[src/rtl/lcd_console_pkg.sv]
// Shared types and constants for the LCD console back-end.
// Holds state enums, the power-on command list and the delay helper.
package lcd_console_pkg;

    typedef enum logic [2:0] {
        E_IDLE,
        E_SETUP,
        E_HIGH,
        E_HOLD,
        E_EXEC
    } eng_state_t;

    typedef enum logic [1:0] {
        A_IDLE,
        A_POP,
        A_SEND,
        A_WAIT
    } adp_state_t;

    typedef enum logic [1:0] {
        I_PWR,
        I_SEND,
        I_WAIT,
        I_DONE
    } init_state_t;

    localparam logic [0:7][7:0] INIT_CMDS = {
        8'h38, 8'h38, 8'h38, 8'h38,
        8'h08, 8'h01, 8'h06, 8'h0C
    };

    localparam logic [31:0] SETUP_CYC = 32'd3;
    localparam logic [31:0] HIGH_CYC  = 32'd12;
    localparam logic [31:0] HOLD_CYC  = 32'd3;

    // ceil(ns * hz / 1e9), never less than one cycle
    function automatic logic [31:0] ns_to_cycles(
        input longint unsigned hz,
        input longint unsigned ns
    );
        longint unsigned c;
        c = (ns * hz + 64'd999_999_999) / 64'd1_000_000_000;
        if (c == 64'd0) c = 64'd1;
        return c[31:0];
    endfunction

endpackage

[src/rtl/lcd_fifo_console_seg7.sv]
// Hex digit to active-low seven-segment code.
// Output order is {dp,g,f,e,d,c,b,a}.
module seg7_decoder
    import lcd_console_pkg::*;
(
    input  logic [3:0] hex,
    input  logic       dp_in,
    output logic [7:0] seg
);

    logic [7:0] code;

    // digit lookup; dp is overridden by dp_in
    always_comb begin
        code = 8'hFF;
        unique case (hex)
            4'h0: code = 8'hC0;
            4'h1: code = 8'hF9;
            4'h2: code = 8'hA4;
            4'h3: code = 8'hB0;
            4'h4: code = 8'h99;
            4'h5: code = 8'h92;
            4'h6: code = 8'h82;
            4'h7: code = 8'hF8;
            4'h8: code = 8'h80;
            4'h9: code = 8'h90;
            4'hA: code = 8'h88;
            4'hB: code = 8'h83;
            4'hC: code = 8'hC6;
            4'hD: code = 8'hA1;
            4'hE: code = 8'h86;
            4'hF: code = 8'h8E;
        endcase
    end

    assign seg = {dp_in, code[6:0]};

endmodule

[src/rtl/lcd_fifo_console.sv]
// FIFO-fed HD44780 write engine with power-on init sequencer.
// Also shows the FIFO fill count on three hex digits.
module lcd_fifo_console
    import lcd_console_pkg::*;
#(
    parameter longint unsigned CLOCK_HZ = 64'd50_000_000
) (
    input  logic       MAX10_CLK1_50,
    input  logic       rst_n,
    input  logic       fifo_empty,
    input  logic [8:0] fifo_dout,
    output logic       fifo_rd_en,
    input  logic [9:0] fifo_count,
    output logic       lcd_rs,
    output logic       lcd_rw,
    output logic       lcd_e,
    output logic [7:0] lcd_data_o,
    input  logic [7:0] lcd_data_i,
    output logic       lcd_data_oe,
    output logic       init_done,
    output logic [7:0] hex_lo,
    output logic [7:0] hex_mid,
    output logic [7:0] hex_hi
);

    localparam logic [31:0] T_PWR   = ns_to_cycles(CLOCK_HZ, 64'd50_000_000);
    localparam logic [31:0] T_4100U = ns_to_cycles(CLOCK_HZ, 64'd4_100_000);
    localparam logic [31:0] T_100U  = ns_to_cycles(CLOCK_HZ, 64'd100_000);
    localparam logic [31:0] T_2M    = ns_to_cycles(CLOCK_HZ, 64'd2_000_000);
    localparam logic [31:0] T_40U   = ns_to_cycles(CLOCK_HZ, 64'd40_000);

    eng_state_t  e_state, e_next;
    init_state_t i_state, i_next;
    adp_state_t  a_state, a_next;

    logic [31:0] e_cnt, exec_cyc, exec_sel, p_cnt;
    logic [8:0]  eng_word, host_word, a_word, out_word;
    logic [2:0]  i_idx;
    logic        eng_valid, eng_go, host_valid, host_ready;
    logic        oe_q;
    logic        unused_bus;

    assign unused_bus = ^lcd_data_i;

    assign init_done  = (i_state == I_DONE);
    assign host_ready = init_done && (e_state == E_IDLE);
    assign host_word  = a_word;
    assign eng_valid  = init_done ? host_valid : (i_state == I_SEND);
    assign eng_word   = init_done ? host_word : {1'b0, INIT_CMDS[i_idx]};
    assign eng_go     = eng_valid && (e_state == E_IDLE);

    // exec delay: the first two init writes get the long reset waits
    always_comb begin
        exec_sel = T_40U;
        if (!init_done && i_idx == 3'd0)
            exec_sel = T_4100U;
        else if (!init_done && i_idx == 3'd1)
            exec_sel = T_100U;
        else if (!eng_word[8] && eng_word[7:2] == 6'd0 &&
                 eng_word[1:0] != 2'd0)
            exec_sel = T_2M;
    end

    // engine next state: each timed phase ends when e_cnt hits zero
    always_comb begin
        e_next = e_state;
        unique case (e_state)
            E_IDLE:  if (eng_go) e_next = E_SETUP;
            E_SETUP: if (e_cnt == 32'd0) e_next = E_HIGH;
            E_HIGH:  if (e_cnt == 32'd0) e_next = E_HOLD;
            E_HOLD:  if (e_cnt == 32'd0) e_next = E_EXEC;
            E_EXEC:  if (e_cnt == 32'd0) e_next = E_IDLE;
            default: e_next = E_IDLE;
        endcase
    end

    // engine state, phase counter and latched bus word
    always_ff @(posedge MAX10_CLK1_50 or negedge rst_n) begin
        if (!rst_n) begin
            e_state  <= E_IDLE;
            e_cnt    <= 32'd0;
            exec_cyc <= 32'd0;
            out_word <= 9'd0;
        end else begin
            e_state <= e_next;
            if (eng_go) begin
                out_word <= eng_word;
                exec_cyc <= exec_sel;
            end
            if (e_next != e_state) begin
                unique case (e_next)
                    E_SETUP: e_cnt <= SETUP_CYC - 32'd1;
                    E_HIGH:  e_cnt <= HIGH_CYC - 32'd1;
                    E_HOLD:  e_cnt <= HOLD_CYC - 32'd1;
                    E_EXEC:  e_cnt <= exec_cyc - 32'd1;
                    default: e_cnt <= 32'd0;
                endcase
            end else if (e_cnt != 32'd0) begin
                e_cnt <= e_cnt - 32'd1;
            end
        end
    end

    // init sequencer next state
    always_comb begin
        i_next = i_state;
        unique case (i_state)
            I_PWR:  if (p_cnt == T_PWR - 32'd1) i_next = I_SEND;
            I_SEND: if (eng_go) i_next = I_WAIT;
            I_WAIT:
                if (e_state == E_IDLE)
                    i_next = (i_idx == 3'd7) ? I_DONE : I_SEND;
            I_DONE: i_next = I_DONE;
            default: i_next = I_PWR;
        endcase
    end

    // init sequencer registers: power-on counter and command index
    always_ff @(posedge MAX10_CLK1_50 or negedge rst_n) begin
        if (!rst_n) begin
            i_state <= I_PWR;
            p_cnt   <= 32'd0;
            i_idx   <= 3'd0;
        end else begin
            i_state <= i_next;
            if (i_state == I_PWR) p_cnt <= p_cnt + 32'd1;
            if (i_state == I_WAIT && i_next == I_SEND)
                i_idx <= i_idx + 3'd1;
        end
    end

    // adapter next state and handshake outputs
    always_comb begin
        a_next     = a_state;
        host_valid = 1'b0;
        fifo_rd_en = 1'b0;
        unique case (a_state)
            A_IDLE:
                if (init_done && !fifo_empty && e_state == E_IDLE)
                    a_next = A_POP;
            A_POP: begin
                fifo_rd_en = 1'b1;
                a_next     = A_SEND;
            end
            A_SEND: begin
                host_valid = 1'b1;
                if (host_ready) a_next = A_WAIT;
            end
            A_WAIT: if (e_state == E_IDLE) a_next = A_IDLE;
            default: a_next = A_IDLE;
        endcase
    end

    // adapter state; head entry captured on entry to A_POP
    always_ff @(posedge MAX10_CLK1_50 or negedge rst_n) begin
        if (!rst_n) begin
            a_state <= A_IDLE;
            a_word  <= 9'd0;
        end else begin
            a_state <= a_next;
            if (a_state == A_IDLE && a_next == A_POP)
                a_word <= fifo_dout;
        end
    end

    // bus driver enables one cycle after reset release
    always_ff @(posedge MAX10_CLK1_50 or negedge rst_n) begin
        if (!rst_n) oe_q <= 1'b0;
        else        oe_q <= 1'b1;
    end

    assign lcd_e       = (e_state == E_HIGH);
    assign lcd_rs      = out_word[8];
    assign lcd_data_o  = out_word[7:0];
    assign lcd_rw      = 1'b0;
    assign lcd_data_oe = oe_q;

    seg7_decoder u_seg_lo (
        .hex   (fifo_count[3:0]),
        .dp_in (1'b1),
        .seg   (hex_lo)
    );

    seg7_decoder u_seg_mid (
        .hex   (fifo_count[7:4]),
        .dp_in (1'b1),
        .seg   (hex_mid)
    );

    seg7_decoder u_seg_hi (
        .hex   ({2'b00, fifo_count[9:8]}),
        .dp_in (1'b1),
        .seg   (hex_hi)
    );

endmodule

[config.mk]
export PLATFORM = sky130hd
export DESIGN_NAME = lcd_fifo_console
export DESIGN_NICKNAME = d
export VERILOG_FILES = /design/src/rtl/lcd_console_pkg.sv /design/src/rtl/lcd_fifo_console_seg7.sv /design/src/rtl/lcd_fifo_console.sv
export SDC_FILE = /design/constraint.sdc
export NUM_CORES = 1
export LEC_CHECK = 0
export ABC_CLOCK_PERIOD_IN_PS = 4700
export CAP_MARGIN = 25
export CORE_ASPECT_RATIO = 0.75
export CORE_UTILIZATION = 61
export CTS_CLUSTER_SIZE = 8
export DETAILED_ROUTE_END_ITERATION = 10
export PLACE_DENSITY_LB_ADDON = 0.05
export SYNTH_ARGS = -nofsm -noshare
export SYNTH_HDL_FRONTEND = slang
export SYNTH_SLANG_ARGS = --single-unit
[constraint.sdc]
create_clock -name MAX10_CLK1_50 -period 4.7 [get_ports MAX10_CLK1_50]
set_clock_uncertainty 0.05 [all_clocks]
set_input_delay 1.175 -clock MAX10_CLK1_50 [delete_from_list [all_inputs] [get_ports MAX10_CLK1_50]]
set_output_delay 1.175 -clock MAX10_CLK1_50 [all_outputs]
set_load 0.02 [all_outputs]
==> metrics.log, run 1 <==
INFO  metric finalWirelength = 13600 um
INFO  metric globalRouteOverflowTotal = 0
INFO  metric max_cap_violations = 0
INFO  metric drcViolationCount = 0
INFO  metric endpoint_class_of_the_critical_path = output port
INFO  metric timing.critical_path.required = 3.47 ns
INFO  metric timing.rr.start = e_cnt[0]
INFO  metric timing.fmax = 221 MHz
INFO  metric most_frequent_cells_in_the_layout = dfrtp_1, nor2_1, clkdlybuf4s50_1, nand2_1, xnor2_1
INFO  metric total_number_of_placement_rows = 31
INFO  metric crit_fanout = 5
INFO  metric synth-edff-count = 0
INFO  metric hold_viol_final = 0
INFO  metric tritoncts = done
INFO  metric min_delay_worst_endpoint = p_cnt[4]
INFO  metric power_density = 246 nW/um2
INFO  metric holdBufCountCts = 0
INFO  metric ir_worst_vdd = 0.201 mV
INFO  metric synth_top_area_share = 42.4%
INFO  metric power.switching = 0.000412 W
INFO  metric routed_via_density = 6.25
INFO  metric via_count = 5072
INFO  metric first_drt_pass_iteration_count = 4
INFO  metric crit-reg2reg-capture = e_cnt[20]
INFO  metric top_layer = met4
INFO  metric setup_total_negative_slack = 0 ns
INFO  metric diode_insertion_count_for_antenna_repair = 0
INFO  metric place_hpwl = 9550 um
INFO  metric ys_warn_count = 0
INFO  metric largest_area_contributor_in_the_synthesized_netlist = dfrtp_1
INFO  metric number_of_antenna_violations_at_the_first_check_in_global_routing = 0
INFO  metric ys.flop_type = dfrtp_1
INFO  metric final_report_setup_violation_count = 0
INFO  metric synthesized_area_fraction_occupied_by_ao_oa_aoi_and_oai_cells = 13.4%
INFO  metric met2_length = 6450 um
INFO  metric hold_path_startpoint = p_cnt[4]
INFO  metric startpoint_type = primary input
INFO  metric wire_per_inst = 16.8 um
INFO  metric drive_gt1_share = 8.97%
INFO  metric number_of_buffers_created_by_cts = 9
INFO  metric max_slew_margin = 30.3%
INFO  metric synth_xor_xnor_area_share = 8.27%
INFO  metric cts.root.buffer_cell = clkbuf_16
INFO  metric synth_cell_types = 74
INFO  metric syn_to_final_growth = 14.6%
INFO  metric clock_pin_slew_of_the_registers_on_the_worst_case_setup_and_hold_paths = 0.07 ns
INFO  metric final_nets = 726
INFO  metric h_tree_depth = 3
INFO  metric netSwitchingFraction = 23.8%
INFO  metric preCtsSetupSlack = 0.170 ns
INFO  metric synth_seq_cells = 104
INFO  metric initial_core_utilization = 63.1%
INFO  metric seq_power_share = 52.0%
INFO  metric yosys.area_share.adder = 4.08%
INFO  metric yosys.area_share.simple = 23.5%
INFO  metric worst_r2r_path_depth = 7
INFO  metric synth-async-reset-ratio = 100%
INFO  metric grt_start_max_net_pins = 83
INFO  metric globalRouteTotalUtil = 27.9%
INFO  metric ios = 68
INFO  metric comb_pwr_share = 7.8%
INFO  metric worstMarginPinSlew = 1.04 ns
INFO  metric layout_worst_path_cycle_share = 96.5%
INFO  metric synth.avg_cell_area = 9.68 um2
INFO  metric post-route-min-period = 4.53 ns
INFO  metric share_clk_of_total_power = 40.2%
INFO  metric first_pass_grt_wire_length = 22900 um
INFO  metric die_area = 10500 um2
INFO  metric total_leakage_power = 3.21 nW
INFO  metric rrSetupSlack = 1.26 ns
INFO  metric synth_sequential_area_ratio = 42.4%
INFO  metric met3_length = 764 um
INFO  metric worstSkewPairLatency = 0.35 ns
INFO  metric core-area = 9740 um2
INFO  metric unrepaired_setup_endpoints_after_global_routing = no
INFO  metric layout.cells.most_common = dfrtp_1
INFO  metric timing.setup.critical_path_class = primary input to output port
INFO  metric synthMuxAreaShare = 4.08%
INFO  metric port-buffer-count = 54
INFO  metric die_h = 88.9 um
INFO  metric ys_top_cells_by_area = dfrtp_1, xnor2_1, ha_1
INFO  metric grt_pass1_vias = 4784
INFO  metric hold-path-cell-count = 1
INFO  metric routedLengthMet1 = 6150 um
INFO  metric antenna_violating_nets_left = 0
INFO  metric gp_congestion = 0.886
INFO  metric cp_data_arrival_time = 3.31 ns
INFO  metric hold_path.class = register to register
INFO  metric ctsResizeCount = 0
INFO  metric clock_sink_count = 104
INFO  metric summed_instance_area_of_the_synthesized_netlist = 6140 um2
INFO  metric dr_iter_0_viols = 343
INFO  metric cts_post_setup_buffers_inserted = 0
INFO  metric cellInternalPower = 0.00132 W
INFO  metric netlist_instances = 634
INFO  metric layout_setup_ws = 0.166 ns
INFO  metric worst_case_clock_buffer_depth = 2
INFO  metric synth_top_family_by_area = simple AND/OR/NAND/NOR gates
INFO  metric slew_viol_final = 0
INFO  metric outcome = finished, final reports clean
INFO  metric fp.dieW = 118 um
per-layer routing:
layer | track usage [%] | vias to the layer above
li1 | - | 2373
met1 | 36.0 | 2500
met2 | 46.6 | 174
met3 | 7.41 | 25
met4 | 8.51 | 0
met5 | 0 | -
logic make-up (layout without fill, tap and decap cells):
kind of cell	Yosys count	after routing
buf+inv	55	97
other cells	2	6
xor+xnor	58	58
compound gates	113	113
mux	21	21
simple gates	261	261
fa+ha+maj	20	20
flops	104	104
critical path: stages:
cell and delay, ns:
clkdlybuf4s50_1 0.49, inv_1 0.16, ha_1 0.23, nor2b_1 0.07
or3b_2 0.45, o21ai_0 0.09, clkdlybuf4s50_1 0.64
area by class of cell:
cell class                      instances  area [um2]
Inverter                               19        71.3
Timing Repair Buffer                   63         633
Clock buffer                            9         225
Clock inverter                          6        41.3
Sequential cell                       104        2600
Fill cell                             744        2700
Multi-Input combinational cell        479        3300
Tap cell                              132         165
state kept, by name (all words and copies together), names as in the netlist:
| register | flops |
|---|---|
| a_state | 2 |
| a_word | 9 |
| e_cnt | 32 |
| e_state | 3 |
| exec_cyc | 11 |
| i_idx | 3 |
| i_state | 2 |
| lcd_data_oe | 1 |
| out_word | 9 |
| p_cnt | 32 |
cell usage after synthesis, types with 3 or more instances:
cell	count
a21oi_1	18
a22o_1	4
a31oi_1	5
a32oi_1	11
and2_1	3
and3_1	7
and4_1	3
buf_2	6
buf_4	7
clkbuf_1	19
dfrtp_1	104
ha_1	20
inv_1	19
mux2_2	11
mux2i_1	7
nand2_1	51
nand2b_1	3
nand3_1	27
nand3b_1	4
nand4_1	13
nor2_1	60
nor2b_1	9
nor3_1	19
nor3b_1	3
nor4_1	26
nor4_4	3
o211ai_1	12
o21a_1	5
o21ai_0	16
o21ai_1	3
o31a_1	8
o31ai_1	4
or2_2	3
or3_1	5
or4_1	6
xnor2_1	42
xor2_1	16
worst max path at each step:
stage / start / to / slack (ns) / cells past startpoint
global placement: fifo_count[5] / hex_mid[0] / 0.23 / 7
finish: fifo_count[5] / hex_mid[0] / 0.17 / 7
floorplan: fifo_count[1] / hex_lo[0] / 1.28 / 5
global route: fifo_count[5] / hex_mid[0] / 0.08 / 7
CTS: fifo_count[5] / hex_mid[0] / 0.17 / 7
detailed placement: fifo_count[5] / hex_mid[0] / 0.17 / 7
per-stage QoR:
stage	util, %	power (W)	cell area (um2)	hold slack (ns)	instances
6_report	72.3	0.00173	7040	0.422	812
5_1_grt	72.3	0.00180	7040	0.450	812
4_1_cts	72.0	0.00175	7010	0.427	811
3_5_place_dp	69.2	0.00105	6740	0.414	796
3_3_place_gp	69.1	0.00105	6730	0.410	795
2_1_floorplan	-	0.000982	6150	0.389	638
power groups by stage:
stage	Combinational, W	Clock, W	Sequential (W)
global route	0.000147	0.000750	0.000902
floorplan	0.0000627	0	0.000919
detailed placement	0.000133	0	0.000919
CTS	0.000133	0.000710	0.000902
global placement	0.000129	0	0.000919
finish	0.000135	0.000697	0.000902
(Power assumes the default switching activity.)
==> inputs of run 2 (changes only) <==
--- a/config.mk
+++ b/config.mk
@@ -5,9 +5,10 @@
 export SDC_FILE = /design/constraint.sdc
 export NUM_CORES = 1
 export LEC_CHECK = 0
+export ABC_AREA = 0
 export ABC_CLOCK_PERIOD_IN_PS = 4700
 export CAP_MARGIN = 25
-export CORE_ASPECT_RATIO = 0.75
+export CORE_ASPECT_RATIO = 1.4
 export CORE_UTILIZATION = 61
 export CTS_CLUSTER_SIZE = 8
 export DETAILED_ROUTE_END_ITERATION = 10
==> metrics.log, run 2 (synthesis gave the netlist of run 1 again) <==
INFO  metric outcome = finished, final reports clean
INFO  metric wire_per_inst = 16.2 um
INFO  metric worstSkewPairLatency = 0.34 ns
INFO  metric slowest_stage_cell_crit_path = clkdlybuf4s50_1
INFO  metric post_layout_nonfiller_instances = 817
INFO  metric layout_setup_ws = 0.176 ns
INFO  metric initial_core_utilization = 62.4%
INFO  metric port-buffer-count = 54
INFO  metric h_tree_depth = 3
INFO  metric timing.fmax = 221 MHz
INFO  metric die_area = 10500 um2
INFO  metric worst_case_clock_buffer_depth = 2
INFO  metric drive_gt1_share = 9.24%
INFO  metric dpl.cell_count = 799
INFO  metric cp_num_cells = 7
INFO  metric clock_sink_count = 104
INFO  metric grt_pass1_vias = 4842
INFO  metric globalRouteOverflowTotal = 0
INFO  metric clock_pin_slew_of_the_registers_on_the_worst_case_setup_and_hold_paths = 0.07 ns
INFO  metric cts_post_setup_buffers_inserted = 0
INFO  metric top_layer = met4
INFO  metric setup_total_negative_slack = 0 ns
INFO  metric number_of_buffers_created_by_cts = 9
INFO  metric first_pass_grt_wire_length = 22200 um
INFO  metric startpoint_type = primary input
INFO  metric timing.critical_path.max_delay_family = buffers and inverters
INFO  metric max_cap_violations = 0
INFO  metric routedLengthMet1 = 5600 um
INFO  metric cp_data_arrival_time = 3.30 ns
INFO  metric core-area = 9850 um2
INFO  metric die_h = 121 um
INFO  metric hold_viol_final = 0
INFO  metric timing.rr.start = e_cnt[0]
INFO  metric layout_worst_path_cycle_share = 96.3%
INFO  metric ir_worst_vdd = 0.202 mV
INFO  metric ios = 68
INFO  metric via_count = 4929
INFO  metric min_delay_worst_endpoint = p_cnt[31]
INFO  metric timing.critical_path.required = 3.47 ns
INFO  metric crit_fanout = 5
INFO  metric timing.setup.critical_path_class = primary input to output port
INFO  metric met3_length = 319 um
INFO  metric cts.root.buffer_cell = clkbuf_16
INFO  metric finalWirelength = 13300 um
INFO  metric place_hpwl = 9360 um
INFO  metric top_regs = e_cnt x32, p_cnt x32, exec_cyc x11
INFO  metric number_of_antenna_violations_at_the_first_check_in_global_routing = 0
INFO  metric crit_top_cell = clkdlybuf4s50_1
INFO  metric slew_viol_final = 0
INFO  metric fp.dieW = 86.8 um
INFO  metric globalRouteTotalUtil = 26.8%
INFO  metric critPathBufInv = 3
INFO  metric diode_insertion_count_for_antenna_repair = 0
INFO  metric power_density = 268 nW/um2
INFO  metric final_report_setup_violation_count = 0
INFO  metric holdBufCountCts = 0
INFO  metric rrSetupSlack = 1.31 ns
INFO  metric antenna_violating_nets_left = 0
INFO  metric ctsResizeCount = 0
INFO  metric total_leakage_power = 3.25 nW
INFO  metric path_cells = clkdlybuf4s50_1 > inv_1 > ha_1 > nor2b_1 > or3b_2 > o21ai_0 > clkdlybuf4s50_1
INFO  metric final_nets = 727
INFO  metric hold_path_startpoint = p_cnt[31]
INFO  metric first_drt_pass_iteration_count = 4
INFO  metric crit-reg2reg-capture = e_cnt[20]
INFO  metric grt_start_max_net_pins = 77
INFO  metric layout.cells.most_common = dfrtp_1
INFO  metric tritoncts = done
INFO  metric syn_to_final_growth = 16.2%
INFO  metric most_frequent_cells_in_the_layout = dfrtp_1, nor2_1, clkdlybuf4s50_1, nand2_1, xnor2_1
INFO  metric hold_path.class = register to register
INFO  metric worstMarginPinSlew = 0.891 ns
INFO  metric place_area = 6750 um2
INFO  metric gp_congestion = 0.804
INFO  metric final_design_area_no_fill = 7140 um2
INFO  metric max_slew_margin = 40.1%
INFO  metric met2_length = 7080 um
INFO  metric post-route-min-period = 4.52 ns
INFO  metric total_number_of_placement_rows = 43
INFO  metric drcViolationCount = 0
INFO  metric endpoint_class_of_the_critical_path = output port
INFO  metric dr_iter_0_viols = 272
INFO  metric cp_slowest_stage_delay = 0.63 ns
INFO  metric routed_via_density = 6.03
INFO  metric worst_r2r_path_depth = 7
INFO  metric hold-path-cell-count = 1
INFO  metric preCtsSetupSlack = 0.169 ns
INFO  metric unrepaired_setup_endpoints_after_global_routing = no
## run 2: cell types whose count changed in the layout (fill, tap and decap cells not counted), sizes merged
cell      delta
clkinv       -2
clkinvlp     +1
inv          -3
bufinv       +3
clkbuf       +2
buf          +1
## run 2: final cells by class
class / instances / area (um2)
clock inverters: 5 / 103
inverters: 19 / 71.3
repair buffers: 64 / 641
multi-input cells: 479 / 3300
well taps: 135 / 169
flip-flops and latches: 104 / 2600
clock buffers: 11 / 253
fillers: 743 / 2710
## run 2: report_power, final
group          internal, W  leakage, nW  switching, W  total [W]
Combinational    0.0000629         1.66     0.0000716   0.000135
Sequential        0.000899         1.42    0.00000349   0.000902
Clock             0.000549        0.172      0.000326   0.000875
Total              0.00151         3.25      0.000401    0.00191
## run 2: worst reg2reg max path, delay by kind of cell (launching register included)
family	cells	cell delay, ns
DFF	1	0.45
and+or+nand+nor	4	2.17
AOI/OAI and AO/OA	1	0.27
adders and majority gates	1	0.24
buffers and inverters	1	0.14
## run 2: worst max-delay path by stage
stage	slack (ns)	from	to
4_1_cts	0.17	fifo_count[5]	hex_mid[0]
3_3_place_gp	0.22	fifo_count[5]	hex_mid[0]
5_1_grt	0.08	fifo_count[0]	hex_lo[0]
2_1_floorplan	1.28	fifo_count[1]	hex_lo[0]
3_5_place_dp	0.17	fifo_count[5]	hex_mid[0]
6_report	0.18	fifo_count[5]	hex_mid[0]
## run 2: metrics by stage
step	util [%]	hold slack (ns)	power, W
after floorplan	-	0.389	0.000982
after global placement	68.4	0.405	0.00105
after detailed placement	68.5	0.412	0.00105
after CTS	72.1	0.422	0.00192
after global routing	72.5	0.439	0.00197
final	72.5	0.427	0.00191
## run 2: routing by layer
| metal | vias up | global-route usage, % |
|---|---|---|
| met5 | - | 0 |
| met4 | 0 | 9.38 |
| met3 | 23 | 3.75 |
| met2 | 96 | 48.1 |
| met1 | 2426 | 32.3 |
| li1 | 2384 | - |
